===== src/rtl/signed_sum_accumulator_pkg.sv =====
// Shared types and constants for the signed sum accumulator: FSM state,
// default widths/frame length and the accumulator rail values.
package signed_sum_pkg;

  localparam int DEF_IN_W  = 5;
  localparam int DEF_ACC_W = 8;
  localparam int DEF_COUNT = 4;

  typedef enum logic [1:0] {
    IDLE,
    ACCUM,
    DONE
  } state_t;

  function automatic int acc_max(input int acc_w);
    return (1 << (acc_w - 1)) - 1;
  endfunction

  function automatic int acc_min(input int acc_w);
    return -(1 << (acc_w - 1));
  endfunction

endpackage


===== src/rtl/signed_sum_accumulator_if.sv =====
// Sample-in / frame-result-out handshake bundle for signed_sum_accumulator.
interface signed_sum_accumulator_if #(
  parameter int IN_W  = signed_sum_pkg::DEF_IN_W,
  parameter int ACC_W = signed_sum_pkg::DEF_ACC_W
);

  logic             in_valid;
  logic             in_ready;
  logic [IN_W-1:0]  in_sum;
  logic             in_ovf;
  logic             out_valid;
  logic             out_ready;
  logic [ACC_W-1:0] out_acc;
  logic             out_sat;
  logic             out_ovf_seen;
  logic             busy;

  modport master (
    output in_valid, in_sum, in_ovf, out_ready,
    input  in_ready, out_valid, out_acc, out_sat, out_ovf_seen, busy
  );

  modport slave (
    input  in_valid, in_sum, in_ovf, out_ready,
    output in_ready, out_valid, out_acc, out_sat, out_ovf_seen, busy
  );

endinterface


===== src/rtl/signed_sum_accumulator_sat_adder.sv =====
// ACC_W-wide signed add of a sign-extended IN_W operand. With
// SIGNED_SUM_ACC_SAT_EN defined the result clamps to the rails and flags sat.
module sat_adder
  import signed_sum_pkg::*;
#(
  parameter int IN_W  = DEF_IN_W,
  parameter int ACC_W = DEF_ACC_W
) (
  input  logic signed [ACC_W-1:0] a,
  input  logic signed [IN_W-1:0]  b,
  output logic signed [ACC_W-1:0] sum,
  output logic                    sat
);

`ifdef SIGNED_SUM_ACC_SAT_EN
  localparam logic signed [ACC_W-1:0] MAX_V = ACC_W'(acc_max(ACC_W));
  localparam logic signed [ACC_W-1:0] MIN_V = ACC_W'(acc_min(ACC_W));

  logic signed [ACC_W:0] wide;

  always_comb begin
    wide = {a[ACC_W-1], a} + {{(ACC_W + 1 - IN_W){b[IN_W-1]}}, b};
    sum  = wide[ACC_W-1:0];
    sat  = 1'b0;
    // Top two bits disagree only when the true sum left the ACC_W range.
    if (wide[ACC_W] != wide[ACC_W-1]) begin
      sat = 1'b1;
      sum = wide[ACC_W] ? MIN_V : MAX_V;
    end
  end
`else
  always_comb begin
    sum = a + {{(ACC_W - IN_W){b[IN_W-1]}}, b};
    sat = 1'b0;
  end
`endif

endmodule


===== src/rtl/signed_sum_accumulator.sv =====
// Accumulates COUNT signed samples per frame and presents the frame result
// on an output handshake; saturation depends on SIGNED_SUM_ACC_SAT_EN.
module signed_sum_accumulator
  import signed_sum_pkg::*;
#(
  parameter int IN_W  = DEF_IN_W,
  parameter int ACC_W = DEF_ACC_W,
  parameter int COUNT = DEF_COUNT
) (
  input logic                      clk,
  input logic                      rst,
  signed_sum_accumulator_if.slave  bus
);

  state_t                  state_q, state_d;
  logic signed [ACC_W-1:0] acc_q, acc_d;
  logic [7:0]              cnt_q, cnt_d;
  logic                    sat_q, sat_d;
  logic                    ovf_q, ovf_d;

  logic                    in_ready;
  logic                    out_valid;
  logic                    accept;
  logic signed [ACC_W-1:0] add_a;
  logic signed [ACC_W-1:0] add_sum;
  logic                    add_sat;

  assign in_ready  = (state_q != DONE);
  assign out_valid = (state_q == DONE);
  assign accept    = bus.in_valid && in_ready;

  // The first sample of a frame is added to zero, so it never saturates.
  assign add_a = (state_q == IDLE) ? '0 : acc_q;

  sat_adder #(
    .IN_W (IN_W),
    .ACC_W(ACC_W)
  ) u_sat_adder (
    .a  (add_a),
    .b  (bus.in_sum),
    .sum(add_sum),
    .sat(add_sat)
  );

  always_comb begin
    state_d = state_q;
    acc_d   = acc_q;
    cnt_d   = cnt_q;
    sat_d   = sat_q;
    ovf_d   = ovf_q;
    case (state_q)
      IDLE: begin
        if (accept) begin
          acc_d   = add_sum;
          cnt_d   = 8'd1;
          ovf_d   = bus.in_ovf;
          sat_d   = 1'b0;
          state_d = (COUNT == 1) ? DONE : ACCUM;
        end
      end
      ACCUM: begin
        if (accept) begin
          acc_d = add_sum;
          cnt_d = cnt_q + 8'd1;
          ovf_d = ovf_q | bus.in_ovf;
          sat_d = sat_q | add_sat;
          if (cnt_q == 8'(COUNT - 1)) state_d = DONE;
        end
      end
      DONE: begin
        if (bus.out_ready) begin
          state_d = IDLE;
          acc_d   = '0;
          cnt_d   = '0;
          sat_d   = 1'b0;
          ovf_d   = 1'b0;
        end
      end
      default: state_d = IDLE;
    endcase
  end

  always_ff @(posedge clk or posedge rst) begin
    if (rst) begin
      state_q <= IDLE;
      acc_q   <= '0;
      cnt_q   <= '0;
      sat_q   <= 1'b0;
      ovf_q   <= 1'b0;
    end else begin
      state_q <= state_d;
      acc_q   <= acc_d;
      cnt_q   <= cnt_d;
      sat_q   <= sat_d;
      ovf_q   <= ovf_d;
    end
  end

  assign bus.in_ready     = in_ready;
  assign bus.out_valid    = out_valid;
  assign bus.out_acc      = out_valid ? acc_q : '0;
  assign bus.out_sat      = out_valid & sat_q;
  assign bus.out_ovf_seen = out_valid & ovf_q;
  assign bus.busy         = (state_q != IDLE);

endmodule


===== src/flat_wrapper.sv =====
// flat-port wrapper written by rule: the top's interface ports become plain ports
module signed_sum_accumulator_flat import signed_sum_pkg::*;
#(
  parameter int IN_W  = DEF_IN_W,
  parameter int ACC_W = DEF_ACC_W,
  parameter int COUNT = DEF_COUNT
)
  (clk, rst, bus_in_valid, bus_in_sum, bus_in_ovf, bus_out_ready, bus_in_ready, bus_out_valid, bus_out_acc, bus_out_sat, bus_out_ovf_seen, bus_busy);
  signed_sum_accumulator_if #(.IN_W(IN_W), .ACC_W(ACC_W)) bus_i ();
  input logic clk;
  input logic rst;
  input wire logic [$bits(bus_i.in_valid)-1:0] bus_in_valid;
  input wire logic [$bits(bus_i.in_sum)-1:0] bus_in_sum;
  input wire logic [$bits(bus_i.in_ovf)-1:0] bus_in_ovf;
  input wire logic [$bits(bus_i.out_ready)-1:0] bus_out_ready;
  output wire logic [$bits(bus_i.in_ready)-1:0] bus_in_ready;
  output wire logic [$bits(bus_i.out_valid)-1:0] bus_out_valid;
  output wire logic [$bits(bus_i.out_acc)-1:0] bus_out_acc;
  output wire logic [$bits(bus_i.out_sat)-1:0] bus_out_sat;
  output wire logic [$bits(bus_i.out_ovf_seen)-1:0] bus_out_ovf_seen;
  output wire logic [$bits(bus_i.busy)-1:0] bus_busy;
  assign bus_i.in_valid = bus_in_valid;
  assign bus_i.in_sum = bus_in_sum;
  assign bus_i.in_ovf = bus_in_ovf;
  assign bus_i.out_ready = bus_out_ready;
  assign bus_in_ready = bus_i.in_ready;
  assign bus_out_valid = bus_i.out_valid;
  assign bus_out_acc = bus_i.out_acc;
  assign bus_out_sat = bus_i.out_sat;
  assign bus_out_ovf_seen = bus_i.out_ovf_seen;
  assign bus_busy = bus_i.busy;
  signed_sum_accumulator #(.IN_W(IN_W), .ACC_W(ACC_W), .COUNT(COUNT)) u_core (.clk(clk), .rst(rst), .bus(bus_i));
endmodule

===== config.mk =====
export PLATFORM = sky130hd
export DESIGN_NAME = signed_sum_accumulator_flat
export DESIGN_NICKNAME = d
export VERILOG_FILES = /design/src/rtl/signed_sum_accumulator_pkg.sv /design/src/rtl/signed_sum_accumulator_if.sv /design/src/rtl/signed_sum_accumulator_sat_adder.sv /design/src/rtl/signed_sum_accumulator.sv /design/src/flat_wrapper.sv
export SDC_FILE = /design/constraint.sdc
export NUM_CORES = 1
export LEC_CHECK = 0
export CORE_ASPECT_RATIO = 0.75
export CORE_MARGIN = 10
export CORE_UTILIZATION = 30
export CTS_BUF_LIST = sky130_fd_sc_hd__clkbuf_16
export CTS_CLUSTER_SIZE = 30
export DETAILED_ROUTE_END_ITERATION = 8
export GPL_TIMING_DRIVEN = 0
export SYNTH_ARGS = -nofsm -noshare
export SYNTH_HDL_FRONTEND = slang
export SYNTH_HIERARCHICAL = 1
export SYNTH_SLANG_ARGS = --single-unit

===== constraint.sdc =====
create_clock -name clk -period 5.4 [get_ports clk]
set_input_delay 0.54 -clock clk [delete_from_list [all_inputs] [get_ports clk]]
set_output_delay 0.54 -clock clk [all_outputs]
set_load 0.05 [all_outputs]

==> metrics, run 1 <==
status=completed; Area growth syn-to-layout=26.1%; Critical Path End Type=output pin; crit-path max cell delay=0.80 ns; arrival time of the worst setup path=2.48 ns; Reg2Reg Depth=13; core box area=4930 um^2; MaxCap Viol Count=0; Worst Hold Class=flop to flop; post-cts resize count=0; Synth top area share=32.7%; num ports=23; Die Wd=103 um; Period minus WS final=3.02 ns; setup bufs post-CTS=0; Setup Crit Path Kind=flop to output pin; num rows=22; Lkg Pwr=0.853 nW; GRT Total Usage=9.48%; WP buf/inv=3; HP Start=u_core/acc_q[0]; r2r setup slk=2.52 ns; worst hold endpoint=u_core/acc_q[0]; share of cells above drive strength 1=6.16%; synthesized cell area=1530 um^2; Crit Path Max Fanout=10; Place WS=2.48 ns; FF-to-FF End=u_core/acc_q[6]; global-route wire length before repair=6.44 mm; peak supply drop=0.000230 V; CTS Buffer Depth=2; Post-synth EDFFs=0; initial antenna violation count=0; Starting Density=31.1%; # clock sinks=20; Crit Reg-Reg Startpoint=u_core/state_q[1]; Crit. Startpoint=u_core/state_q[0]; slew margin rel.=47.5%; number of remaining DRC errors=0; Post-DRT Antenna Nets=0; Slew @ Worst Pin=0.787 ns; Comb power frac=54.5%; clk slew on worst S/H paths=0.06 ns; largest delay contributor family on the critical path=buffers and inverters; diodes inserted=0; final hold vios=0; CP Depth=5; FFs w/ async S/R, synth=100%; Final setup viols=0; Clock Power Share=20.9%; H-tree levels=1; first drt pass iteration count=4; Fmax achieved=331 MHz; area leader, netlist=dfrtp_1; Critical Path RT=4.86 ns; switching share of power=41.8%; CTS Buf Count=3; Pwr per Cell Area=507 nW/um^2; Slowest-stage cell, CP=clkdlybuf4s50_1; Synth Area per Inst=8.28 um^2; gr ovfl total=0; final RePlAce weighted congestion=0.803; Routed WL=3.76 mm; Seq/Total Area, Yosys=32.7%; largest net degree at the start of global routing=21; post-route design area=1930 um^2; final core occ=39.2%; sum of negative setup slack=0 ns; Psw=0.410 mW; clock root cell=clkbuf_16; syn nets=208; Seq pwr share=24.6%; fin cells=271; die area=8390 um^2; clock skew=0.00449 ns; hpwl dp=2.82 mm; top_reg_cell synth=dfrtp_1; synth warn=6; vias in the first global route=1,299; Avg WL per Cell=13.9 um; number of instances in the placed design=267; PortBufs=22; die height=81.9 um; Clock Latency Late Sink=0.25 ns; Pint=0.570 mW; placed inst area=1830 um^2; Final nets=235; FF+latch count, synth=20; number of vias per cell=4.97; max-slew violation count=0; Netlist cell types=43; Critical Path, Cell by Cell=inv_1 -> ha_1 -> clkbuf_1 -> and2_1 -> clkdlybuf4s50_1; fin crit share=56.0%; Area contributors post-synth=dfrtp_1 (33%), ha_1 (9.8%), nand2_1 (6.1%); RSZ-0062 raised after global routing=false; hold buffer count at cts=0; TritonCTS clock tree=yes; Setup WS post-layout=2.38 ns; initial DRC count=91; Synth Instances=185; total number of vias=1,346; Hold Crit Depth=2; Startpoint Class=flop
-- power groups by stage --
| stage | logic [mW] | registers [mW] | clock network [mW] |
|---|---|---|---|
| 2_1_floorplan | 0.420 | 0.231 | 0 |
| 3_3_place_gp | 0.529 | 0.245 | 0 |
| 3_5_place_dp | 0.533 | 0.243 | 0 |
| 4_1_cts | 0.537 | 0.241 | 0.210 |
| 5_1_grt | 0.612 | 0.249 | 0.215 |
| 6_report | 0.534 | 0.241 | 0.205 |
-- worst max path at each step --
stage | endpoint | slack [ns]
2_1_floorplan | u_core/acc_q[6] | 2.89
3_3_place_gp | u_core/acc_q[6] | 2.51
3_5_place_dp | u_core/acc_q[6] | 2.48
4_1_cts | bus_out_acc[7] | 2.32
5_1_grt | bus_out_acc[5] | 2.20
6_report | bus_out_acc[7] | 2.38
-- cell usage in the layout, fill, tap and decap left out, drive strengths merged, types with 2 or more instances in the layout --
| cell | Yosys | layout |
|---|---|---|
| a211oi | 2 | 2 |
| a21oi | 7 | 7 |
| a31oi | 2 | 2 |
| and2 | 10 | 10 |
| and3 | 2 | 2 |
| buf | 3 | 3 |
| clkbuf | 5 | 8 |
| clkdlybuf4s50 | 0 | 22 |
| dfrtp | 20 | 20 |
| ha | 12 | 12 |
| inv | 14 | 14 |
| nand2 | 25 | 25 |
| nand2b | 3 | 3 |
| nand3 | 6 | 6 |
| nor2 | 8 | 8 |
| nor2b | 12 | 12 |
| nor3 | 2 | 2 |
| o211ai | 10 | 10 |
| o21ai | 15 | 15 |
| o22a | 2 | 2 |
| o31ai | 3 | 3 |
| or4 | 2 | 2 |
| xnor2 | 3 | 3 |
-- cells in the mapped netlist, drive strengths merged (2+ instances only) --
| cell type | n |
|---|---|
| nand2 | 25 |
| dfrtp | 20 |
| o21ai | 15 |
| inv | 14 |
| ha | 12 |
| nor2b | 12 |
| and2 | 10 |
| o211ai | 10 |
| nor2 | 8 |
| a21oi | 7 |
| nand3 | 6 |
| clkbuf | 5 |
| buf | 3 |
| nand2b | 3 |
| o31ai | 3 |
| xnor2 | 3 |
| a211oi | 2 |
| a31oi | 2 |
| and3 | 2 |
| nor3 | 2 |
| o22a | 2 |
| or4 | 2 |
-- flip-flops by register name, summed over array words and instances, names as in the netlist --
register / cells
u_core/ovf_q: 1
u_core/acc_q: 8
u_core/cnt_q: 8
u_core/sat_q: 1
u_core/state_q: 2
-- worst min-delay path: cells and delay by family (launching register included) --
family | cells | cell delay [ns]
flip-flops | 1 | 0.35
AND/OR/NAND/NOR | 2 | 0.10
-- layout make-up --
cell class	instances	area (um^2)
repair buffers	22	220
well taps	60	75.1
multi-input cells	143	942
plain buffers	8	36.3
flip-flops and latches	20	500
clock buffers	3	75.1
fillers	505	3000
clock inverters	1	30.0
inverters	14	52.6
-- metrics by stage --
step / hold WS (ns) / power, mW
floorplan: 0.445 / 0.650
global placement: 0.470 / 0.774
detailed placement: 0.473 / 0.777
CTS: 0.486 / 0.988
global route: 0.497 / 1.08
finish: 0.485 / 0.980
-- metal layers --
metal  GRT usage (%)  up-vias  part of all wire [%]  routed length, um
met5               0        -                     0                  0
met2            13.9       19                    43               1610
li1                -      705                     -                  -
met1            13.4      620                    53               1970
met4            2.39        0                  0.96                 36
met3            2.52        2                   3.6                136
-- logic make-up after synthesis --
logic type	count (synthesis)	synth area share (%)
adder cells (fa/ha/maj)	13	11.1
AO/OA/AOI/OAI	49	21.0
multiplexers	1	0.654
XOR/XNOR	4	2.29
AND/OR/NAND/NOR	75	26.2
buffers and inverters	22	5.80
other	1	0.245
flip-flops	20	32.7
No activity file was read; power rests on OpenSTA's default activity.
==> run 2, diff against run 1 <==
==> constraint.sdc (replaced) <==
create_clock -name clk -period 2.8 [get_ports clk]
set_input_delay 0.28 -clock clk [delete_from_list [all_inputs] [get_ports clk]]
set_output_delay 0.28 -clock clk [all_outputs]
set_load 0.05 [all_outputs]
==> run 2 against run 1 <==
- clock power rose by 93%
- hold slack got worse by 0.0083 ns
- utilization is 0.051 points higher
- clock skew about the same
- via count is 0.30% higher
- sequential share of layout area about the same
- power is 93% higher
- cell area up 0.13%
- register-to-register slack worse by 2.3 ns
- critical path type is now flop to flop
- largest power group unchanged
- highest routed layer unchanged
==> metrics, run 2 (same netlist as run 1, synthesis figures left out) <==
CTS Buf Count=3 (unchanged); max-slew violation count=0 (unchanged); largest net degree at the start of global routing=21 (unchanged); Critical Path, Cell by Cell=inv_1 -> ha_2 -> nor2b_1 -> ha_1 -> inv_1 -> fa_1 -> nor2b_4 -> o31a_1 -> or4_1 -> nand3_1 -> o211ai_1 -> nand2_1; initial antenna violation count=0 (unchanged); Seq pwr share=24.6% (about the same); FF-to-FF End=u_core/acc_q[6]; switching share of power=41.7% (-0.16 points); Die Wd=103 um (unchanged); final RePlAce weighted congestion=0.803 (unchanged); total number of vias=1,350 (+0.30%); # clock sinks=20 (unchanged); Slew @ Worst Pin=0.790 ns (+0.00230 ns); CP most frequent cell=inv_1; most common cell after layout, fill and taps aside=nand2_1; arrival time of the worst setup path=2.81 ns (+0.33 ns); clock skew=0.00431 ns (-0.000178 ns); share of cells above drive strength 1=7.14% (+0.98 points); Worst Hold Class=input port to async pin; Routed WL=3.76 mm (+0.11%); die height=81.9 um (unchanged); num rows=22 (unchanged); Place WS=-0.122 ns (-2.60 ns); Period minus WS final=2.62 ns; Startpoint Class=flop; Fmax achieved=382 MHz; number of remaining DRC errors=0 (unchanged); Setup WS post-layout=0.181 ns (-2.20 ns); Slowest-stage cell, CP=dfrtp_1; die area=8390 um^2 (unchanged); slew margin rel.=47.3% (-0.15 points); H-tree levels=1 (unchanged); Starting Density=31.1% (unchanged); global-route wire length before repair=6.44 mm (unchanged); Tot Pwr=1.89 mW (+93%); Reg2Reg Depth=12 (-1); Crit Reg-Reg Startpoint=u_core/state_q[1]; Final setup viols=0 (unchanged); Final nets=234 (-0.43%); r2r setup slk=0.18 ns (-2.34 ns); num ports=23 (unchanged); clock root cell=clkbuf_16; CTS Buffer Depth=2 (unchanged); most frequent cells in the layout=nand2_1 (25), clkdlybuf4s50_1 (21), dfrtp_1 (20); gr ovfl total=0 (unchanged); final hold vios=0 (unchanged); Avg WL per Cell=13.9 um (+0.48%); TritonCTS clock tree=yes; Post-DRT Antenna Nets=0 (unchanged); Clock Latency Late Sink=0.25 ns (about the same); status=completed; Pint=1.11 mW (+94%); Area growth syn-to-layout=26.3%; initial DRC count=99 (+8.8%); vias in the first global route=1,298 (-0.077%); Crit Path Max Fanout=11 (+1); Critical Path End Type=flop; GRT Total Usage=9.48% (unchanged); RSZ-0062 raised after global routing=false; MaxCap Viol Count=0 (unchanged); Clock Power Share=20.8% (about the same); Comb power frac=54.6% (about the same); number of vias per cell=5.00 (+0.67%); Lkg Pwr=0.854 nW (+0.13%); crit-path max cell delay=0.43 ns (-0.37 ns); peak supply drop=0.000443 V (+93%); hold buffer count at cts=0 (unchanged); diodes inserted=0 (unchanged); Fin Hold WS=0.477 ns (-0.00832 ns); Pwr per Cell Area=979 nW/um^2 (+93%); Largest regs=u_core/acc_q (8), u_core/cnt_q (8), u_core/state_q (2); Psw=0.790 mW (+93%); first drt pass iteration count=4 (unchanged); clk slew on worst S/H paths=0.06 ns (about the same); fin crit share=93.5%; PortBufs=22 (unchanged); hpwl dp=2.82 mm (unchanged); setup bufs post-CTS=0 (unchanged); Critical Path RT=2.99 ns (-1.87 ns); Setup Crit Path Kind=flop to flop; core box area=4930 um^2 (unchanged)
-- run 2: cell count changes in the layout (fill, tap and decap cells not counted) --
cell,delta
ha_2,+1
clkbuf_1,-2
ha_1,-1
clkdlybuf4s50_1,-1
dlymetal6s2s_1,+1
clkbuf_2,+1
-- run 2: power groups by stage --
stage               Combinational (mW)  Sequential, mW  Clock, mW
finish                            1.03           0.465      0.395
global route                      1.18           0.480      0.415
CTS                               1.03           0.464      0.405
detailed placement                1.03           0.469          0
global placement                  1.02           0.472          0
floorplan                        0.810           0.445          0
-- run 2: how the worst max path moves through the flow --
stage	start	to	slack [ns]
6_report	u_core/state_q[1]	u_core/acc_q[6]	0.18
4_1_cts	u_core/state_q[1]	u_core/acc_q[6]	0.009
2_1_floorplan	u_core/state_q[1]	u_core/acc_q[6]	0.29
3_5_place_dp	u_core/state_q[1]	u_core/acc_q[6]	-0.12
5_1_grt	u_core/state_q[0]	u_core/acc_q[6]	0.003
3_3_place_gp	u_core/state_q[1]	u_core/acc_q[6]	-0.09
-- run 2: routing by layer --
layer | track usage (%) | up-vias | wire length, um | share of wire (%)
met2 | 14.0 | 23 | 1580 | 42
met5 | 0 | - | 0 | 0
li1 | - | 704 | - | -
met4 | 2.39 | 0 | 36 | 0.96
met3 | 2.52 | 2 | 160 | 4.3
met1 | 13.3 | 621 | 1990 | 53
-- run 2: per-stage QoR --
stage	utilization [%]	TNS, ns	std cells	area [um^2]
floorplan	-	0	185	1530
global placement	37.1	-0.0872	267	1830
detailed placement	37.1	-0.122	267	1830
CTS	39.2	0	270	1930
global route	39.3	0	270	1930
finish	39.3	0	270	1930
-- run 2: layout make-up --
class                      instances  area, um^2
sequential                        20         500
inverter                          14        52.6
clock buffer                       3        75.1
timing repair buffer              22         223
fill                             506        2990
tap                               60        75.1
buffer                             7        33.8
clock inverter                     1        30.0
multi-input combinational        143         945
-- run 2: timing repair --
item                                    in CTS  in global routing
cloned                                       0                  0
gates resized for setup                      1                  2
endpoints found under the setup margin      10                  4
-- run 2: worst max-delay path: cells and delay by family (launching register included) --
kind	cells	cell delay, ns
buffers and inverters	2	0.20
flip-flops	1	0.43
AND/OR/NAND/NOR	5	0.76
adder cells (fa/ha/maj)	3	0.82
AO/OA/AOI/OAI	2	0.35
==> run 3, diff against run 2 <==
--- a/config.mk
+++ b/config.mk
@@ -7,11 +7,12 @@
 export LEC_CHECK = 0
 export CORE_ASPECT_RATIO = 0.75
 export CORE_MARGIN = 10
-export CORE_UTILIZATION = 30
+export CORE_UTILIZATION = 54
 export CTS_BUF_LIST = sky130_fd_sc_hd__clkbuf_16
 export CTS_CLUSTER_SIZE = 30
 export DETAILED_ROUTE_END_ITERATION = 8
 export GPL_TIMING_DRIVEN = 0
+export PLACE_DENSITY = 0.8
 export SYNTH_ARGS = -nofsm -noshare
 export SYNTH_HDL_FRONTEND = slang
 export SYNTH_HIERARCHICAL = 1
==> run 3 against run 2 <==
- sequential share of layout area is 0.58 points higher
- clock power down 27%
- sequential power about the same
- clock-buffer cell count unchanged
- via count up 3.1%
- non-clock buffer count unchanged
- global-route usage grew 4.2 points
- die area is 36% lower
- fmax fell by 0.66%
- critical path type is now flop to output pin
==> metrics, run 3 (same netlist as run 1, synthesis figures left out) <==
status=completed; hold buffer count at cts=0 (unchanged); Final nets=234 (unchanged); Crit Reg-Reg Startpoint=u_core/state_q[0]; worst setup path endpoint=bus_out_ovf_seen; CTS Buf Count=3 (unchanged); Reg2Reg Depth=12 (unchanged); clock root cell=clkbuf_16; Routed WL=3.61 mm (-4.1%); r2r setup slk=0.25 ns (+0.07 ns); Lkg Pwr=0.898 nW (+5.1%); number of remaining DRC errors=0 (unchanged); peak supply drop=0.000476 V (+7.3%); Comb power frac=58.6% (+4.0 points); arrival time of the worst setup path=2.36 ns (-0.45 ns); hpwl dp=2.77 mm (-1.6%); total number of vias=1,392 (+3.1%); gr ovfl total=0 (unchanged); Starting Density=57.5% (+26 points); final RePlAce weighted congestion=0.826 (+2.9%); Startpoint Class=flop; Clock Latency Late Sink=0.25 ns (about the same); Largest regs=u_core/acc_q (8), u_core/cnt_q (8), u_core/state_q (2); Seq pwr share=25.6% (+1.0 points); # clock sinks=20 (unchanged); Critical Path RT=2.52 ns (-0.47 ns); Fmax achieved=379 MHz (-0.66%); CTS Buffer Depth=2 (unchanged); setup bufs post-CTS=0 (unchanged); Tot Pwr=1.83 mW (-3.5%); largest net degree at the start of global routing=21 (unchanged); die area=5390 um^2 (-36%); most frequent cells in the layout=nand2_1 (25), dfrtp_1 (20), clkdlybuf4s50_1 (18); Worst Hold Class=flop to flop; PortBufs=22 (unchanged); FF-to-FF End=u_core/acc_q[6]; area occupied by multi-input gates=955 um^2 (+1.1%); initial antenna violation count=0 (unchanged); Crit Path Max Fanout=10 (-1); Area growth syn-to-layout=23.5%; number of vias per cell=5.68 (+14%); Slew @ Worst Pin=0.786 ns (-0.00319 ns); share of cells above drive strength 1=6.70% (-0.44 points); TritonCTS clock tree=yes; H-tree levels=1 (unchanged); Avg WL per Cell=14.7 um (+5.6%); final hold vios=0 (unchanged); die height=66.1 um (-19%); Place WS=-0.0698 ns (+0.0518 ns); Die Wd=81.5 um (-20%); RSZ-0062 raised after global routing=false; Period minus WS final=2.64 ns (+0.0173 ns); Clock Power Share=15.7% (-5.1 points); FILL cells=198 (-61%); clk slew on worst S/H paths=0.05 ns (about the same); Pwr per Cell Area=966 nW/um^2 (-1.4%); fin cells=245 (-9.3%); Final setup viols=0 (unchanged); Setup WS post-layout=0.163 ns (-0.0173 ns); global-route wire length before repair=6.06 mm (-5.9%); num rows=16 (-27%); Pint=1.03 mW (-7.0%); GRT Total Usage=13.7% (+4.2 points); Post-DRT Antenna Nets=0 (unchanged); clock skew=0.00236 ns (-0.00195 ns); Psw=0.800 mW (+1.3%); max-slew violation count=0 (unchanged); Reg area=500 um^2 (unchanged); num ports=23 (unchanged); initial DRC count=126 (+27%); most common cell after layout, fill and taps aside=nand2_1; MaxCap Viol Count=0 (unchanged); core box area=2660 um^2 (-46%); first drt pass iteration count=4 (unchanged); switching share of power=43.8% (+2.1 points); vias in the first global route=1,262 (-2.8%); Critical Path End Type=output pin; slew margin rel.=47.5% (+0.21 points); Setup Crit Path Kind=flop to output pin; Crit. Startpoint=u_core/state_q[0]; diodes inserted=0 (unchanged); fin crit share=94.2% (+0.62 points); number of instances in the placed design=243 (-9.0%)
==> run 3: cell types whose count changed in the layout (fill, tap and decap cells not counted) <==
cell	previous run	this run
bufinv_16	1	0
ha_4	0	1
ha_2	1	0
clkdlybuf4s50_1	21	18
dlymetal6s2s_1	1	4
==> run 3: layer usage <==
metal	track usage, %	routed length, um
met5	0	0
met4	1.94	0
met3	4.62	276
met2	18.9	1540
met1	20.2	1780
==> run 3: repair_timing <==
item / 4_1_cts / 5_1_grt
hold endpoints to repair: 0 / 0
setup endpoints to repair: 1 / 13
gates resized for setup: 0 / 8
==> run 3: final cells by class <==
| cell class | instances | share of cell area, % |
|---|---|---|
| clock buffers | 3 | 3.97 |
| plain buffers | 7 | 1.79 |
| well taps | 36 | 2.38 |
| flip-flops and latches | 20 | 26.5 |
| repair buffers | 22 | 12.2 |
| inverters | 14 | 2.78 |
| multi-input cells | 143 | 50.5 |
==> run 3: critical path, cell delays in order, from the launching register on <==
cell and delay (ns):
dfrtp_1 0.42, inv_1 0.18, ha_1 0.29, clkbuf_2 0.26, and2_1 0.16, clkdlybuf4s50_1 0.80
==> run 3: worst min path at each step <==
stage | to | slack [ns] | cells past startpoint | startpoint
final | u_core/sat_q | 0.48 | 1 | u_core/sat_q
after global routing | u_core/ovf_q | 0.51 | 1 | u_core/ovf_q
after CTS | u_core/sat_q | 0.49 | 1 | u_core/sat_q
after detailed placement | u_core/sat_q | 0.47 | 1 | u_core/sat_q
after global placement | u_core/acc_q[0] | 0.47 | 2 | u_core/acc_q[0]
after floorplan | u_core/acc_q[0] | 0.24 | 1 | rst
==> run 3: stage by stage <==
stage                     cell area (um^2)  hold slack [ns]  utilization [%]  setup TNS [ns]
after floorplan                       1530            0.244                -               0
after global placement                1800            0.467             67.5               0
after detailed placement              1800            0.472             67.5         -0.0698
after CTS                             1870            0.486             70.2               0
after global routing                  1890            0.512             71.1               0
final                                 1890            0.481             71.1               0
==> run 3: power by group through the flow <==
stage	sequential, mW	clock, mW	combinational [mW]
4_1_cts	0.465	0.295	1.03
3_5_place_dp	0.469	0	1.03
3_3_place_gp	0.465	0	0.989
2_1_floorplan	0.445	0	0.810
5_1_grt	0.484	0.307	1.20
6_report	0.468	0.288	1.07
